**config.mk**
```make
export PLATFORM = sky130hd
export DESIGN_NAME = scan_ctrl
export DESIGN_NICKNAME = d
export VERILOG_FILES = /design/src/rtl/scan_pkg.sv /design/src/rtl/decoder4_16.sv /design/src/rtl/scan_ctrl.sv
export SDC_FILE = /design/constraint.sdc
export NUM_CORES = 1
export LEC_CHECK = 0
export ABC_AREA = 1
export CAP_MARGIN = 0
export CORE_ASPECT_RATIO = 0.7
export CORE_MARGIN = 2
export CORE_UTILIZATION = 48
export CTS_BUF_LIST = sky130_fd_sc_hd__clkbuf_8
export DETAILED_ROUTE_END_ITERATION = 7
export PLACE_DENSITY = 0.94
export SLEW_MARGIN = 0
export SYNTH_ARGS = -nofsm -noshare
export SYNTH_HDL_FRONTEND = slang
export SYNTH_SLANG_ARGS = --single-unit
```
**constraint.sdc**
```tcl
create_clock -name clk -period 4.8 [get_ports clk]
set_clock_uncertainty 0.15 [all_clocks]
set_input_delay 1.44 -clock clk [delete_from_list [all_inputs] [get_ports clk]]
set_output_delay 1.44 -clock clk [all_outputs]
set_load 0.02 [all_outputs]
```
**src/rtl/scan_pkg.sv**
```systemverilog
// Shared constants and types for the multiplexed digit scanner.
// Holds the state encoding, parameter defaults and the digit extraction helper.
package scan_pkg;

    typedef enum logic [1:0] {
        IDLE  = 2'd0,
        BLANK = 2'd1,
        SHOW  = 2'd2
    } scan_state_t;

    localparam int PRESCALE_DEFAULT     = 4;
    localparam int BLANK_CYCLES_DEFAULT = 1;

    function automatic logic [3:0] digit_of(input logic [63:0] data, input logic [3:0] idx);
        return data[{idx, 2'b00} +: 4];
    endfunction

endpackage

```
**src/rtl/decoder4_16.sv**
```systemverilog
// 4-to-16 one-hot decoder with an active-high enable; all outputs low when disabled.
module decoder4_16 (
    input  logic [3:0]  d,
    input  logic        en,
    output logic [15:0] o
);

    always_comb begin
        o = '0;
        if (en) o[d] = 1'b1;
    end

endmodule

```
**src/rtl/scan_ctrl.sv**
```systemverilog
// Time-multiplexed display scanner: each digit gets a blanking gap, then is shown
// for a fixed number of cycles, cycling through digits 0..last_digit.
module scan_ctrl
    import scan_pkg::*;
#(
    parameter int PRESCALE     = PRESCALE_DEFAULT,
    parameter int BLANK_CYCLES = BLANK_CYCLES_DEFAULT
) (
    input  logic        clk,
    input  logic        rst,
    input  logic        enable,
    input  logic [3:0]  last_digit,
    input  logic [63:0] data_in,
    output logic [3:0]  dec_sel,
    output logic        dec_en,
    output logic [15:0] digit_on,
    output logic [3:0]  nibble,
    output logic        frame_done
);

    // The timer holds remaining cycles minus one, so a phase ends when it reads zero.
    localparam logic [15:0] SHOW_LOAD  = 16'(PRESCALE - 1);
    localparam logic [15:0] BLANK_LOAD = 16'(BLANK_CYCLES - 1);

    scan_state_t state, state_next;
    logic [15:0] timer, timer_next;
    logic [3:0]  idx, idx_next;
    logic        timer_done;
    logic        frame_end;
    logic        dec_en_next;
    logic        frame_done_next;
    logic        latch_nibble;

    assign timer_done = (timer == 16'd0);
    assign frame_end  = (state == SHOW) && timer_done && (idx >= last_digit);

    always_ff @(posedge clk or posedge rst) begin
        if (rst) state <= IDLE;
        else     state <= state_next;
    end

    // Dropping enable wins over every phase, so a partial frame never reports completion.
    always_comb begin
        state_next = state;
        timer_next = timer;
        idx_next   = idx;

        if (!enable) begin
            state_next = IDLE;
        end else begin
            unique case (state)
                IDLE:    state_next = BLANK;
                BLANK:   if (timer_done) state_next = SHOW;
                SHOW:    if (timer_done) state_next = BLANK;
                default: state_next = IDLE;
            endcase
        end

        if (state_next == IDLE) begin
            idx_next   = 4'd0;
            timer_next = 16'd0;
        end else if (state_next != state) begin
            timer_next = (state_next == SHOW) ? SHOW_LOAD : BLANK_LOAD;
            if (state == SHOW) idx_next = frame_end ? 4'd0 : idx + 4'd1;
        end else begin
            timer_next = timer - 16'd1;
        end
    end

    always_comb begin
        dec_en_next     = (state_next == SHOW);
        frame_done_next = frame_end && (state_next == BLANK);
        latch_nibble    = (state == BLANK) && (state_next == SHOW);
    end

    always_ff @(posedge clk or posedge rst) begin
        if (rst) begin
            timer      <= 16'd0;
            idx        <= 4'd0;
            dec_en     <= 1'b0;
            frame_done <= 1'b0;
            nibble     <= 4'd0;
        end else begin
            timer      <= timer_next;
            idx        <= idx_next;
            dec_en     <= dec_en_next;
            frame_done <= frame_done_next;
            if (latch_nibble) nibble <= digit_of(data_in, idx);
        end
    end

    assign dec_sel = idx;

    decoder4_16 u_decoder (
        .d  (dec_sel),
        .en (dec_en),
        .o  (digit_on)
    );

endmodule

```
# Yosys cells after proc, flatten, opt, wreduce, memory -nomap -nowiden
# Cells that the tools add are included.
word_totals:
  regBits: 28
  in_bits: 71
  out_inout_bits: 26
  elab_cells: 42
op_classes:
  n_addsub: 2
  magnitude_cmp: 3
  n_eq_ne: 5
  n_shift: 1
  mux: 14
  n_reduce_logical: 11
ops:
  columns: ["cell", "count"]
  rows:
  - ["variable part select 64 x 7 -> 4 bit", 1]
  - ["2-to-1 mux 16 bit", 3]
  - ["logical NOT 16 bit", 1]
  - ["2-to-1 mux 4 bit", 4]
  - ["subtractor 16 x 1 -> 16 bit (second input constant)", 1]
  - ["2-to-1 mux 2 bit", 4]
  - ["one-hot mux 2 bit (3 select lines)", 1]
  - ["logical AND 1 bit", 5]
  - ["< comparator 4 x 5 -> 1 bit (second input constant)", 1]
  - ["adder 4 x 1 -> 4 bit (second input constant)", 1]
  - ["demux 1 bit (select 4 bit)", 1]
  - ["== test 2 x 1 -> 1 bit (second input constant)", 2]
  - ["== test 2 bit (second input constant)", 2]
  - ["greater-or-equal comparator 4 x 1 -> 1 bit (second input constant)", 1]
  - ["greater-or-equal comparator 4 bit", 1]
  - ["logical NOT 2 bit", 2]
  - ["nonzero test 2 bit", 2]
  - ["inequality test 2 bit", 1]
  - ["AND reduction 2 bit", 1]
  - ["2-to-1 mux 1 bit", 1]

# Depth between registers and ports, before layout
logic_depth:
  depth_word: 8
  mapped_depth: 14
  depth_no_buf: 14

# Hierarchy
# Synthesis repeated with hierarchy kept, for this count alone.
hier_totals:
  cells_unflattened: 351
  hier_area_um2: 2318.5
modules_own_cells:
  columns: ["mod", "n_inst", "cells_each", "area_each_um2"]
  rows:
  - ["scan_ctrl", 1, 318, 2178.3]
  - ["decoder4_16", 1, 33, 140.1]

# Worst setup path before layout
# Ideal clock, no wire load.
synth_path:
  path_kind: "reg2out"
  from: "reg idx[0] (netlist: dec_sel[0])"
  to: "out digit_on[0]"
  arrival_ns: 1.678
  required_time_ns: 3.210
  setup_slack_ns: 1.532
  path_stages_with_launch: 7
  n_path_buf: 2
  path_cell_list: "dfrtp_1 buf_2 inv_1 buf_1 ha_1 nand2_1 nor2_1"
synth_via:
  elab_chain_len: 5
  elab_cells_between_ends: 6
synth_rtl:
  columns: ["item", "line_no", "rtl"]
  rows:
  - ["from (decl)", "scan_ctrl.sv:27", "logic [3:0] idx, idx_next;"]
  - ["from (signal assigned)", "scan_ctrl.sv:85", "idx <= idx_next;"]
  - ["< comparator 4 x 5 -> 1 bit (implied by the code) / greater-or-equal comparator 4 x 1 -> 1 bit (equally long branches)", "decoder4_16.sv:10", "if (en) o[d] = 1'b1;"]
  - ["logical AND 1 bit (implied by the code)", "decoder4_16.sv:10", null]
  - ["2-to-1 mux 1 bit (implied by the code)", "decoder4_16.sv:10", null]
  - ["demux 1 bit (select 4 bit) *", null, null]
  - ["2-to-1 mux 16 bit *", "decoder4_16.sv:10", null]
  - ["to (decl)", "scan_ctrl.sv:16", "output logic [15:0] digit_on,"]
# Mark *: on every way between the ends. The rest lies on a longest branch, timed or not.

# Final worst setup path
layout_path:
  from: "reg idx[1] (netlist: dec_sel[1])"
  to: "out digit_on[4]"
# Same word-level chain as after synthesis.

==> impl_results.md <==
- Result of the run: completed
- Cell with the biggest individual delay on the critical path: sky130_fd_sc_hd__clkdlybuf4s50_1
- Post-place setup slack: 1.26 ns
- Core box area: 0.00476 mm2
- Clock sink total: 28
- Maximum level of the CTS H-tree: 1
- Effective utilization at floorplan: 49.5%
- Unrepaired setup endpoints after global routing: no
- Multi-input logic area: 0.00149 mm2
- Maximum buffer depth of the clock tree: 2
- Endpoint kind of the worst setup timing path: primary output
- Drt via density: 5.37
- Number of clock buffers inserted by TritonCTS: 3
- Final worst path period share: 80.2%
- Type of origin of the critical path: flip-flop
- Height of the die: 62.6 um
- Synth cell count leaders: sky130_fd_sc_hd__nor2_1, sky130_fd_sc_hd__nand2_1, sky130_fd_sc_hd__o21ai_0
- Count of pins over their slew limit: 0
- Data arrival time of the critical path: 2.26 ns
- Number of antenna violations at the first check in global routing: 0
- Overall routing resource usage: 26.8%
- Sequential fraction of the synthesis area: 29.8%
- Iteration-0 DRC Markers: 253
- Post-CTS setup-driven buffer insertion count: 0
- Crit Path Category: reg -> out
- Post-synthesis average cell area: 7.11 um2
- Measured slew at the worst slew-check pin: 1.04 ns
- Number of antenna repair diodes: 0
- Total wire length after detailed routing: 7.18 mm
- Number of global-route vias before repair: 2536
- Top area cells in the synthesized netlist: sky130_fd_sc_hd__dfrtp_1, sky130_fd_sc_hd__nor2_1, sky130_fd_sc_hd__o21ai_0
- Post-layout minimum cycle time: 3.85 ns
- Area added between synthesis and finish: 45.8%
- Synthesized net count: 412
- EDFF count, synth: 0
- Cell at the root of the clock tree: sky130_fd_sc_hd__clkbuf_8
- Critical Path Fanout Max: 18
- Placed cell count: 487
- Worst path depth: 5
- Number of hold buffers added after CTS: 0
- CTS tree: yes
- Reg2reg setup slack: 2.55 ns
- Number of remaining DRC errors: 0
- GPL Wtd Cong: 0.879
- Post-DR wirelength/cell: 14.6 um
- Layout cells sized above 1: 9.24%
- # Max-Cap Violations: 0
- CP cell instances: inv_1 > ha_1 > nand2_1 > nor2_1 > clkdlybuf4s50_1
- Power density cells: 562 mW/mm2
- Post-synth top flop: sky130_fd_sc_hd__dfrtp_1
- Remaining number of nets flagged by the antenna check after routing: 0
- Buffers plus inverters on the worst setup path: 2
- CP Data Required Time: 3.21 ns
- Crit path setup slack, layout: 0.950 ns
- Netlist area before placement: 0.00235 mm2
- Share of the synthesized area in the top cell type: 29.8%
- Number of hold violations in the final report: 0
- Peak per-stage delay on the critical path: 0.61 ns
- Final TNS setup: 0 ns
- Clock latency on the worst-skew pair: 0.28 ns
- Most frequent cell after synthesis: sky130_fd_sc_hd__nor2_1
- R2R depth: 10
- Number of stages on the worst hold path: 1
- Rel. slew slack: 30.3%
- Worst hold slack: 0.371 ns
- Path type of the worst min-delay path: reg -> reg
- Count of synthesis-stage warnings from yosys: 0
- Pre-antenna DRT Iters: 6
- Die footprint: 0.00549 mm2
- Share of flip-flops with an asynchronous set or reset after synthesis: 100%
- Worst-case vdd ir drop: 0.435 mV
- Horizontal extent of the die: 87.7 um
- Final net count: 504
- Cell accounting for the most synthesized area: sky130_fd_sc_hd__dfrtp_1
- Buffers added on ports: 96
- Total overflow reported by the global router: 0
- Setup violators final: 0
- Number of non-filler instances in the completed layout: 491
- Synth unique cells: 29
- LEAKAGE: 0.00149 uW
- Number of placed I/O pins: 97
- Number of gates resized after cts: 0
- Area of all sequential standard cells: 701 um2
- Cell family with most CP delay: buffers and inverters
- Total via count after detailed routing: 2638
- Flop and latch count out of synthesis: 28
- Number of rows created at floorplan: 21
- Post-detailed-placement half-perimeter wirelength: 5.52 mm
- Gate Count Post-Synth: 331
- Peak Freq: 260 MHz
- Maximum number of pins on one net before global-route repair: 38
- Wire length of the first global-routing pass: 11.8 mm
- Clock transition at the registers of the reported paths: 0.09 ns
- Number of fillers in the final layout: 352
## layer usage
layer	vias to the layer above	routed length, um	track usage [%]
li1	1264	-	-
met1	1238	3040	34.3
met3	19	458	4.49
met5	-	0	0
met4	0	147	7.12
met2	117	3540	46.4
## cells in the final DEF, fill, tap and decap left out, types with 3 or more instances in the layout
cell and instances:
sky130_fd_sc_hd__inv_1 24, sky130_fd_sc_hd__nor2_2 5, sky130_fd_sc_hd__o22ai_1 12, sky130_fd_sc_hd__xnor2_1 4
sky130_fd_sc_hd__o22a_1 4, sky130_fd_sc_hd__nand2_2 7, sky130_fd_sc_hd__dfrtp_1 28, sky130_fd_sc_hd__a21oi_1 4
sky130_fd_sc_hd__nor3_1 3, sky130_fd_sc_hd__clkbuf_8 3, sky130_fd_sc_hd__nor2_1 78, sky130_fd_sc_hd__buf_4 3
sky130_fd_sc_hd__clkdlybuf4s50_1 96, sky130_fd_sc_hd__nand3_1 21, sky130_fd_sc_hd__nand4_1 5, sky130_fd_sc_hd__xor2_1 11
sky130_fd_sc_hd__inv_2 3, sky130_fd_sc_hd__ha_1 10, sky130_fd_sc_hd__nor2_4 13, sky130_fd_sc_hd__nand2_1 44
sky130_fd_sc_hd__o21ai_0 36
## layout make-up
class | count | share of cell area, %
multi-input cells | 264 | 43.3
repair buffers | 99 | 28.7
flip-flops and latches | 28 | 20.4
inverters | 27 | 2.96
well taps | 69 | 2.52
clock buffers | 3 | 1.20
clock inverters | 1 | 0.876
## kinds of logic after synthesis
| logic type | Yosys count | synth area share, % |
|---|---|---|
| AOI/OAI and AO/OA | 58 | 14.3 |
| buffers and inverters | 39 | 7.02 |
| and+or+nand+nor | 181 | 38.0 |
| xor gates and xnor gates | 15 | 5.58 |
| adders and majority gates | 10 | 5.32 |
| DFF | 28 | 29.8 |
## through the flow
step           area [um2]  power (uW)  util, %
2_1_floorplan        2350        1400        -
3_3_place_gp         3360        1660     70.6
3_5_place_dp         3360        1710     70.6
4_1_cts              3430        1910     72.1
5_1_grt              3430        2070     72.1
6_report             3430        1930     72.1
## worst register-to-register path, delay by kind of cell (launching register included)
family / cells / cell delay (ns)
flip-flops: 1 / 0.39
AND/OR/NAND/NOR: 7 / 1.25
adder cells (fa/ha/maj): 1 / 0.20
buffers and inverters: 2 / 0.19
## path summary, 6_finish.rpt
| kind | startpoint | endpoint |
|---|---|---|
| worst max-delay path | dec_sel[1] | digit_on[4] |
| worst min-delay path | nibble[3] | nibble[3] |
| worst max register to register | timer[0] | timer[15] |
| worst min register to register | nibble[3] | nibble[3] |
| max in group asynchronous | rst | nibble[0] |
| min in group asynchronous | rst | frame_done |
## registers in the layout, indices dropped and copies added (netlist names)
register / count
dec_en: 1
frame_done: 1
nibble: 4
timer: 16
dec_sel: 4
state: 2
## power by group
group | total, uW | switching, uW | internal, uW
Clock | 186 | 74.2 | 112
Sequential | 425 | 102 | 322
Combinational | 1320 | 811 | 505
No activity file was read; power rests on OpenSTA's default activity.
